`src/rtl/multicycle_control_unit.sv`:
```
// rtl/multicycle_control_unit.sv - RV32I multi-cycle FETCH/DECODE/EXECUTE/MEM/WB control sequencer
// Define CSR_EN to build the SYSTEM (CSR) state; without it opcode 1110011 faults as illegal.
module multicycle_control_unit #(
  parameter int MEM_TIMEOUT = 16
) (
  input  logic       clk,
  input  logic       rst_n,
  input  logic [6:0] opcode,
  input  logic       branch_taken,
  input  logic       mem_ready,
  output logic       mem_req,
  output logic       mem_we,
  output logic       addr_sel,
  output logic       ir_write,
  output logic       pc_write,
  output logic [1:0] pc_src,
  output logic       reg_write,
  output logic [1:0] wb_sel,
  output logic [1:0] alu_src_a,
  output logic [1:0] alu_src_b,
  output logic [2:0] imm_type,
  output logic       csr_we,
  output logic       illegal,
  output logic       bus_error,
  output logic [3:0] state
);

  localparam int CW = (MEM_TIMEOUT > 0) ? $clog2(MEM_TIMEOUT + 1) : 1;

  localparam logic [6:0] OP_R      = 7'b0110011;
  localparam logic [6:0] OP_I      = 7'b0010011;
  localparam logic [6:0] OP_LOAD   = 7'b0000011;
  localparam logic [6:0] OP_STORE  = 7'b0100011;
  localparam logic [6:0] OP_BRANCH = 7'b1100011;
  localparam logic [6:0] OP_JAL    = 7'b1101111;
  localparam logic [6:0] OP_JALR   = 7'b1100111;
  localparam logic [6:0] OP_LUI    = 7'b0110111;
  localparam logic [6:0] OP_AUIPC  = 7'b0010111;
`ifdef CSR_EN
  localparam logic [6:0] OP_SYSTEM = 7'b1110011;
`endif

  localparam logic [2:0] IMM_I = 3'd0;
  localparam logic [2:0] IMM_S = 3'd1;
  localparam logic [2:0] IMM_B = 3'd2;
  localparam logic [2:0] IMM_U = 3'd3;
  localparam logic [2:0] IMM_J = 3'd4;

  typedef enum logic [3:0] {
    ST_BOOT     = 4'd0,
    ST_FETCH    = 4'd1,
    ST_DECODE   = 4'd2,
    ST_EXEC_R   = 4'd3,
    ST_EXEC_I   = 4'd4,
    ST_MEM_ADDR = 4'd5,
    ST_MEM_RD   = 4'd6,
    ST_MEM_WR   = 4'd7,
    ST_BRANCH   = 4'd8,
    ST_JAL      = 4'd9,
    ST_JALR     = 4'd10,
    ST_UPPER    = 4'd11,
`ifdef CSR_EN
    ST_SYSTEM   = 4'd12,
`endif
    ST_FAULT    = 4'd13
  } state_e;

  state_e        state_q, state_d;
  logic [CW-1:0] cnt_q, cnt_d;
  logic          illegal_q, illegal_d;
  logic          bus_error_q, bus_error_d;
  logic          mem_wait;
  logic [CW-1:0] cnt_inc;

  assign cnt_inc = cnt_q + CW'(1);

  always_comb begin
    state_d     = state_q;
    cnt_d       = '0;
    illegal_d   = illegal_q;
    bus_error_d = bus_error_q;
    mem_wait    = 1'b0;
    case (state_q)
      ST_BOOT:   state_d = ST_FETCH;
      ST_FETCH: begin
        if (mem_ready) state_d = ST_DECODE;
        else           mem_wait = 1'b1;
      end
      ST_DECODE: begin
        case (opcode)
          OP_R:               state_d = ST_EXEC_R;
          OP_I:               state_d = ST_EXEC_I;
          OP_LOAD, OP_STORE:  state_d = ST_MEM_ADDR;
          OP_BRANCH:          state_d = ST_BRANCH;
          OP_JAL:             state_d = ST_JAL;
          OP_JALR:            state_d = ST_JALR;
          OP_LUI, OP_AUIPC:   state_d = ST_UPPER;
`ifdef CSR_EN
          OP_SYSTEM:          state_d = ST_SYSTEM;
`endif
          default: begin
            state_d   = ST_FAULT;
            illegal_d = 1'b1;
          end
        endcase
      end
      ST_EXEC_R, ST_EXEC_I, ST_BRANCH, ST_JAL, ST_JALR, ST_UPPER: state_d = ST_FETCH;
`ifdef CSR_EN
      ST_SYSTEM: state_d = ST_FETCH;
`endif
      // opcode[5] separates store (0100011) from load (0000011)
      ST_MEM_ADDR: state_d = opcode[5] ? ST_MEM_WR : ST_MEM_RD;
      ST_MEM_RD, ST_MEM_WR: begin
        if (mem_ready) state_d = ST_FETCH;
        else           mem_wait = 1'b1;
      end
      ST_FAULT: state_d = ST_FAULT;
      default: begin
        state_d   = ST_FAULT;
        illegal_d = 1'b1;
      end
    endcase

    // Counter only survives while stalled in the same memory state; any entry starts it at zero.
    if (mem_wait) begin
      cnt_d = cnt_inc;
      if ((MEM_TIMEOUT != 0) && (cnt_inc == CW'(MEM_TIMEOUT))) begin
        state_d     = ST_FAULT;
        bus_error_d = 1'b1;
      end
    end
  end

  always_ff @(posedge clk or negedge rst_n) begin
    if (!rst_n) begin
      state_q     <= ST_BOOT;
      cnt_q       <= '0;
      illegal_q   <= 1'b0;
      bus_error_q <= 1'b0;
    end else begin
      state_q     <= state_d;
      cnt_q       <= cnt_d;
      illegal_q   <= illegal_d;
      bus_error_q <= bus_error_d;
    end
  end

  always_comb begin
    mem_req   = 1'b0;
    mem_we    = 1'b0;
    addr_sel  = 1'b0;
    ir_write  = 1'b0;
    pc_write  = 1'b0;
    pc_src    = 2'd0;
    reg_write = 1'b0;
    wb_sel    = 2'd0;
    alu_src_a = 2'd0;
    alu_src_b = 2'd0;
    imm_type  = IMM_I;
    csr_we    = 1'b0;
    case (state_q)
      ST_FETCH: begin
        mem_req   = 1'b1;
        alu_src_a = 2'd1;
        alu_src_b = 2'd2;
        ir_write  = mem_ready;
        pc_write  = mem_ready;
      end
      ST_EXEC_R: reg_write = 1'b1;
      ST_EXEC_I: begin
        alu_src_b = 2'd1;
        reg_write = 1'b1;
      end
      ST_MEM_ADDR: begin
        alu_src_b = 2'd1;
        imm_type  = opcode[5] ? IMM_S : IMM_I;
      end
      ST_MEM_RD: begin
        mem_req   = 1'b1;
        addr_sel  = 1'b1;
        reg_write = mem_ready;
        wb_sel    = {1'b0, mem_ready};
      end
      ST_MEM_WR: begin
        mem_req  = 1'b1;
        mem_we   = 1'b1;
        addr_sel = 1'b1;
      end
      ST_BRANCH: begin
        imm_type = IMM_B;
        pc_src   = 2'd1;
        pc_write = branch_taken;
      end
      ST_JAL: begin
        imm_type  = IMM_J;
        pc_src    = 2'd1;
        pc_write  = 1'b1;
        reg_write = 1'b1;
        wb_sel    = 2'd2;
      end
      ST_JALR: begin
        alu_src_b = 2'd1;
        pc_src    = 2'd2;
        pc_write  = 1'b1;
        reg_write = 1'b1;
        wb_sel    = 2'd2;
      end
      // LUI adds the immediate to zero, AUIPC to the instruction's own PC
      ST_UPPER: begin
        imm_type  = IMM_U;
        alu_src_a = opcode[5] ? 2'd2 : 2'd3;
        alu_src_b = 2'd1;
        reg_write = 1'b1;
      end
`ifdef CSR_EN
      ST_SYSTEM: begin
        reg_write = 1'b1;
        wb_sel    = 2'd3;
        csr_we    = 1'b1;
      end
`endif
      default: ;
    endcase
  end

  assign illegal   = illegal_q;
  assign bus_error = bus_error_q;
  assign state     = state_q;

endmodule

```
`config.mk`:
```
export PLATFORM = sky130hd
export DESIGN_NAME = multicycle_control_unit
export DESIGN_NICKNAME = d
export VERILOG_FILES = /design/src/rtl/multicycle_control_unit.sv
export SDC_FILE = /design/constraint.sdc
export NUM_CORES = 1
export LEC_CHECK = 0
export CORE_MARGIN = 3
export CORE_UTILIZATION = 46
export DETAILED_ROUTE_END_ITERATION = 16
export PLACE_DENSITY = 0.95
export RECOVER_POWER = 25
export SYNTH_ARGS = -nofsm -noshare
export SYNTH_HDL_FRONTEND = slang
export SYNTH_SLANG_ARGS = --single-unit
```
`constraint.sdc`:
```
create_clock -name clk -period 4.39 [get_ports clk]
set_clock_uncertainty 0.2 [all_clocks]
set_input_delay 0.6585 -clock clk [delete_from_list [all_inputs] [get_ports clk]]
set_output_delay 0.6585 -clock clk [all_outputs]
set_load 0.02 [all_outputs]
```
Word-level counts from Yosys, hierarchy flattened
Index checks and enable logic that the tools add are counted.
Storage, ports and cells
  bits in registers: 11
  input port bits: 11
  output and inout bits: 24
  logic and storage cells: 68
Operators by class
  $add $sub $neg: 1
  eq/ne operators: 23
  mux-type cells: 25
  bitwise logic cells: 1
  reduce and logical (&&, ||, !) cells: 14
Operators with widths (count)
  $pmux 4 s7: 1
  $eq 7x6->1 const B: 3
  $eq 7x7->1 const B: 3
  $eq 4x4->1 const B: 5
  $pmux 4 s5: 1
  $eq 4x3->1 const B: 4
  $mux 4: 4
  $pmux 2 s2: 4
  $eq 7x5->1 const B: 2
  $pmux 3 s4: 1
  $reduce_or 12->1: 1
  $mux 1: 10
  $reduce_or 2->1: 5
  $reduce_or 9->1: 1
  $eq 4x2->1 const B: 2
  $eq 7x2->1 const B: 1
  $reduce_or 7->1: 1
  $add 5x1->5 const B: 1
  $eq 5x5->1 const B: 1
  $mux 5: 1
  $reduce_or 5->1: 1
  $eq 4x1->1 const B: 1
  $logic_not 4->1: 1
  $pmux 1 s2: 2
  other kinds (6): 7

Depth between registers and ports, before layout
Gate-level depths: netlist of the first run.
  word-level depth: 6
  depth in mapped cells: 4
  depth with buffers taken out: 4

Least setup slack after synthesis of the first run
Ideal clock, no wire load.
  kind: register -> output
  start point: reg state_q[0], in the netlist state[0]
  end point: out pc_write
  arrival: 2.018 ns
  data required time: 3.532 ns
  path slack: 1.514 ns
  stages on the path, launching flop included: 4
  path buffers: 1
  path through: dfrtp_1 -> clkbuf_1 -> a21oi_1 -> a2111oi_0
Between the ends
  cells in the longest elaborated chain, start to end: 3
  elaborated cells on any way between the ends: 6
  classes of those cells: eq/ne: 4; mux: 1; reduce/logical: 1
RTL lines
  start: declaration: RTL line 68  | state_e state_q, state_d;
  start signal: assignment: RTL line 141  | state_q <= state_d;
  $eq 4x4->1: RTL line 161  | case (state_q)
  $reduce_or 2->1 (no line)
  $pmux 1 s3 *: RTL line 161
  end: declaration: RTL line 15  | output logic pc_write,
Every way passes the cells marked *; elsewhere a longest branch is shown, timed or not.

Worst setup path after layout of the first run
  start point: in mem_ready
  end point: out pc_write
Between the ends
  cells in the longest elaborated chain, start to end: 1
RTL lines
  start: declaration: RTL line 10  | input logic mem_ready,
  $pmux 1 s3: RTL line 161
Every way passes these cells.

==> impl_metrics.csv, run 1 <==
group,metric,value,unit
run_status,outcome,"finished clean",
yosys,yosysTopAreaCell,"dfrtp_1",
floorplan,initial_core_util,49.5,%
power,p_leak,0.492,nW
grt,grt.busiest_layer,"met2",
yosys,synth-seq-area-share,31.5,%
worst_setup_path,startpoint_type,"input port",
floorplan,die_area,2460,um2
final_layout,nets,160,
worst_setup_path,cp.required,3.53,ns
worst_setup_path,critPathKind,"in -> out",
final_layout,antenna_cells,0,
cts,cts_root_buf,"clkbuf_4",
detailed_routing,drc,0,
cts,clkTransAtPathRegs,0.07,ns
final_layout,regArea,275,um2
timing,worst_slew_pin_slew,0.506,ns
min_path,hp-class,"reg -> reg",
final_layout,area.growth.synth_to_final,41.8,%
cts,cts-hold-fix-buffers,0,
floorplan,fp-row-count,15,
placement,gp_congestion,0.830,
flow_run,drv_cap,0,
yosys,ys_warn_count,0,
worst_setup_path,cp_max_fo,8,
timing,max_freq,301,MHz
cts,ctsResizeCount,0,
cts,cts_tree,"yes",
placement,place_inst,168,
yosys,synth_top_area_share,31.5,%
cts,clk_path_buf_depth,2,
timing,maxSlewHeadroom,65.8,%
yosys,yosys.cell_types.count,40,
timing,timing.setup.tns,0,ns
worst_setup_path,arrival,2.47,ns
yosys,syn-num-nets,127,
final_layout,layout_commonest_cell,"clkdlybuf4s50_1",
detailed_routing,drt_iter0_markers,13,
timing,rsz0062_at_grt,"no",
grt,met3_usage,2.72,%
cts,numCtsBuffers,3,
grt,grt_pass1_vias,885,
grt,met1_usage,22.0,%
cts,cts_setup_buffers,0,
grt,antenna_found_initial,0,
floorplan,fp.dieW,49.6,um
final_layout,multi_input_area,557,um2
power,p_per_area,155,nW/um2
detailed_routing,routedWlPerCell,12.8,um
worst_setup_path,endpoint_kind,"primary output",
yosys,syn_avg_cell_area,7.59,um2
yosys,synth_area_leaders,"dfrtp_1 (32%), nor2_1 (7.3%), nand2b_1 (5.7%)",
cts,clkLatencyLatePin,0.27,ns
yosys,syn_area,873,um2
placement,portBuffers,33,
timing,hold_viol_final,0,
floorplan,core-area,1760,um2
timing,fin_crit_sh,75.8,%
detailed_routing,viasPerCell,5.55,
cts,clock_sinks,11,
power,ir_drop,181,uV
timing,period_needed,3.33,ns
yosys,ys_ff_latch,11,
grt,met2_usage,35.7,%
cts,htreeDepth,1,
floorplan,die_h,49.6,um
final_layout,drive_gt1_share,2.72,%
grt,grt_max_degree,20,
yosys,synthCells,115,
final_layout,final_cell_mix,"clkdlybuf4s50_1 (32), nor2_1 (17), dfrtp_1 (11)",
final_layout,nFillCells,150,
final_layout,instances_no_fill,172,
detailed_routing,wirelength,2210,um
grt,grt_usage,19.0,%
timing,setup_viol,0,
grt,grt_overflow,0,
detailed_routing,vias,955,
placement,dp_hpwl,1680,um
detailed_routing,drtAntennaViolNets,0,
timing,slew_viol_final,0,
detailed_routing,first_pass_iters,4,
grt,grt_pass1_wl,3730,um
floorplan,ios,35,
## final timing paths
check / startpoint / end / slack [ns] / depth (start not counted)
setup / recovery: mem_ready / pc_write / 1.06 / 4
max in group asynchronous: rst_n / state[0] / 3.07 / 1
hold / removal: bus_error / bus_error / 0.27 / 2
setup reg to reg: state[0] / state[1] / 2.12 / 4
min in group asynchronous: rst_n / cnt_q[0] / 0.59 / 1
hold reg to reg: bus_error / bus_error / 0.27 / 2
## final cells by class
type | count | area share (%)
well taps | 25 | 2.53
multi-input cells | 94 | 44.9
flip-flops and latches | 11 | 22.2
inverters | 5 | 1.52
repair buffers | 33 | 26.7
clock buffers | 4 | 2.12
## metal layers
layer / part of all wire (%) / vias to the layer above
met3: 4.3 / 2
met5: 0 / -
met1: 45 / 444
li1: - / 476
met4: 0.54 / 0
met2: 50 / 33
## cells in the mapped netlist, drive strengths merged
library cell / count
a211oi: 2
nor3b: 2
o31ai: 1
a31oi: 2
o21ai: 5
o21a: 2
clkbuf: 4
conb: 1
nand3b: 1
o221ai: 1
buf: 1
nor4b: 1
a21oi: 7
nor3: 3
or3: 1
nand2b: 8
o211a: 1
nor2: 17
xor2: 2
and4b: 1
o32a: 1
a21boi: 1
dfrtp: 11
nor2b: 3
a2111oi: 2
or2: 1
and4: 1
a211o: 1
or3b: 1
and3b: 1
xnor2: 1
nand2: 10
nand4: 1
nand4b: 1
ha: 1
a32oi: 1
and3: 2
nand3: 5
inv: 5
a21o: 2
## metrics by stage
step | hold WS, ns | utilization [%] | power (mW) | worst slack (ns) | cell area, um2
detailed placement | 0.252 | 68.7 | 0.126 | 1.05 | 1210
finish | 0.266 | 70.2 | 0.192 | 1.06 | 1240
floorplan | 0.163 | - | 0.111 | 1.51 | 873
global route | 0.278 | 70.2 | 0.200 | 0.903 | 1240
global placement | 0.249 | 68.7 | 0.124 | 1.14 | 1210
CTS | 0.268 | 70.2 | 0.194 | 1.06 | 1240
## worst max-delay path, stage by stage
cell             delay, ns
clkdlybuf4s50_1       0.60
a21oi_1               0.10
a2111oi_0             0.42
clkdlybuf4s50_1       0.69
## state kept, by name, indices dropped and copies added (netlist names)
register   cells
illegal        1
state          4
cnt_q          5
bus_error      1
## power breakdown
part,leakage (nW),total (mW),internal (mW),switching (mW)
logic,0.350,0.0222,0.0115,0.0107
registers,0.128,0.101,0.101,0
clock network,0.0150,0.0684,0.0351,0.0332
total,0.492,0.192,0.148,0.0439
## logic make-up (layout without fill, tap and decap cells)
kind of cell / Yosys count / after routing / share of synthesized area, %
AO/OA/AOI/OAI: 29 / 29 / 22.5
XOR/XNOR: 3 / 3 / 3.01
adder cells (fa/ha/maj): 1 / 1 / 1.43
buffers and inverters: 10 / 42 / 4.73
flip-flops: 11 / 11 / 31.5
other: 1 / 1 / 0.429
AND/OR/NAND/NOR: 60 / 60 / 36.4
(Power assumes the default switching activity.)
==> run 2: changes to the inputs <==
Settings changed: CORE_UTILIZATION 46 to 42, PLACE_DENSITY 0.95 to 0.9.
Clock period 4.39 ns to 3.2 ns, I/O delays scaled along.
==> impl_metrics.csv, run 2 (synthesis gave the netlist of run 1 again) <==
group,metric,value,unit
run_status,outcome,"finished clean",
timing,hold_viol_final,0,
final_layout,layout_commonest_cell,"clkdlybuf4s50_1",
floorplan,fp-row-count,15,
timing,rsz0062_at_grt,"no",
power,ir_drop,223,uV
detailed_routing,viasPerCell,5.53,
placement,dp_hpwl,1680,um
placement,place_area,1220,um2
grt,grt_overflow,0,
worst_setup_path,cp_slowest_cell,"dfrtp_1",
placement,gp_congestion,0.836,
final_layout,antenna_cells,0,
worst_setup_path,cp_top_family,"simple AND/OR/NAND/NOR gates",
min_path,hold_depth,2,
worst_setup_path,cp_max_fo,19,
final_layout,post-route-cell-area,1250,um2
final_layout,final_cell_mix,"clkdlybuf4s50_1 (32), nor2_1 (17), dfrtp_1 (11)",
detailed_routing,drtAntennaViolNets,0,
grt,grt_pass1_wl,3670,um
floorplan,die_h,51.6,um
final_layout,nets,161,
cts,cts_setup_buffers,0,
min_path,hp-class,"reg -> reg",
detailed_routing,drc,0,
cts,clkLatencyLatePin,0.27,ns
floorplan,core-area,1840,um2
cts,clkTransAtPathRegs,0.07,ns
power,p_per_area,209,nW/um2
floorplan,die_area,2660,um2
worst_setup_path,startpoint_type,"flop",
worst_setup_path,critPathKind,"reg -> out",
detailed_routing,routedWlPerCell,12.3,um
detailed_routing,drt_iter0_markers,36,
final_layout,top_register,"cnt_q",
final_layout,largest_reg_flops,5,
min_path,hold_start,"bus_error",
detailed_routing,wirelength,2130,um
cts,clk_path_buf_depth,2,
worst_setup_path,cp.required,2.52,ns
cts,htreeDepth,1,
cts,cts-hold-fix-buffers,0,
detailed_routing,first_pass_iters,5,
power,p_leak,0.500,nW
timing,setup_viol,0,
worst_setup_path,r2r-end,"state[1]",
timing,fin_crit_sh,88.2,%
final_layout,area.growth.synth_to_final,42.8,%
floorplan,fp.dieW,51.6,um
grt,grt_max_degree,20,
floorplan,initial_core_util,47.5,%
timing,worst_slew_pin_slew,0.585,ns
placement,portBuffers,33,
final_layout,final_util,67.8,%
timing,slew_viol_final,0,
flow_run,drv_cap,0,
detailed_routing,vias,956,
worst_setup_path,crit_chain,"nand2b_1 > nor3_1 > or2_2 > clkdlybuf4s50_1",
worst_setup_path,cpPeakStageDelay,0.65,ns
worst_setup_path,endpoint_kind,"primary output",
worst_setup_path,r2r_cells,4,
worst_setup_path,arrival,2.14,ns
grt,grt_usage,17.6,%
cts,cts_tree,"yes",
timing,period_needed,2.82,ns
worst_setup_path,r2r_slack,0.93,ns
cts,numCtsBuffers,3,
cts,cts_root_buf,"clkbuf_4",
min_path,whs_endpoint,"bus_error",
worst_setup_path,path_buf_inv,1,
floorplan,ios,35,
cts,clock_sinks,11,
timing,maxSlewHeadroom,60.5,%
cts,ctsResizeCount,0,
timing,timing.setup.tns,0,ns
grt,grt_pass1_vias,846,
final_layout,drive_gt1_share,4.05,%
grt,antenna_found_initial,0,
worst_setup_path,r2r-start,"state[0]",
timing,max_freq,354,MHz
-- run 2: cell types whose count changed in the layout (fill, tap and decap cells not counted), sizes merged --
cell    before  now
clkinv       0    1
buf          0    1
clkbuf       4    3
-- run 2: area by class of cell --
cell class | instances | area (um2)
well taps | 25 | 31.3
clock buffers | 3 | 22.5
fillers | 157 | 592
clock inverters | 1 | 5.00
inverters | 5 | 18.8
multi-input cells | 94 | 557
flip-flops and latches | 11 | 275
repair buffers | 34 | 338
-- run 2: power by group --
part / switching [mW] / internal (mW) / total, mW
sequential: 0 / 0.139 / 0.139
clock: 0.0450 / 0.0463 / 0.0913
combinational: 0.0145 / 0.0166 / 0.0311
-- run 2: how the worst max path moves through the flow --
stage / start / cells past startpoint / end / slack (ns)
2_1_floorplan: state[0] / 3 / pc_write / 0.50
3_3_place_gp: mem_ready / 4 / pc_write / 0.46
3_5_place_dp: mem_ready / 4 / pc_write / 0.45
4_1_cts: state[1] / 4 / mem_req / 0.39
5_1_grt: state[0] / 4 / mem_req / 0.20
6_report: state[1] / 4 / mem_req / 0.38
-- run 2: worst reg2reg max path: stages (launching register included) --
cell,delay [ns]
dfrtp_1,0.63
or3b_1,0.39
a211o_1,0.39
o32a_1,0.43
o21a_1,0.12
-- run 2: per-stage QoR --
step | power (mW) | setup slack, ns | hold slack [ns] | cells
after floorplan | 0.152 | 0.502 | -0.0156 | 115
after global placement | 0.172 | 0.459 | 0.252 | 169
after detailed placement | 0.173 | 0.447 | 0.255 | 169
after CTS | 0.265 | 0.388 | 0.270 | 173
after global routing | 0.275 | 0.199 | 0.308 | 173
final | 0.261 | 0.378 | 0.267 | 173
-- run 2: layer usage --
layer	up-vias	GRT usage (%)	routed length [um]
met5	-	0	0
met4	0	4.37	14
met3	3	6.02	219
met2	40	28.0	912
met1	430	22.8	984
li1	483	-	-
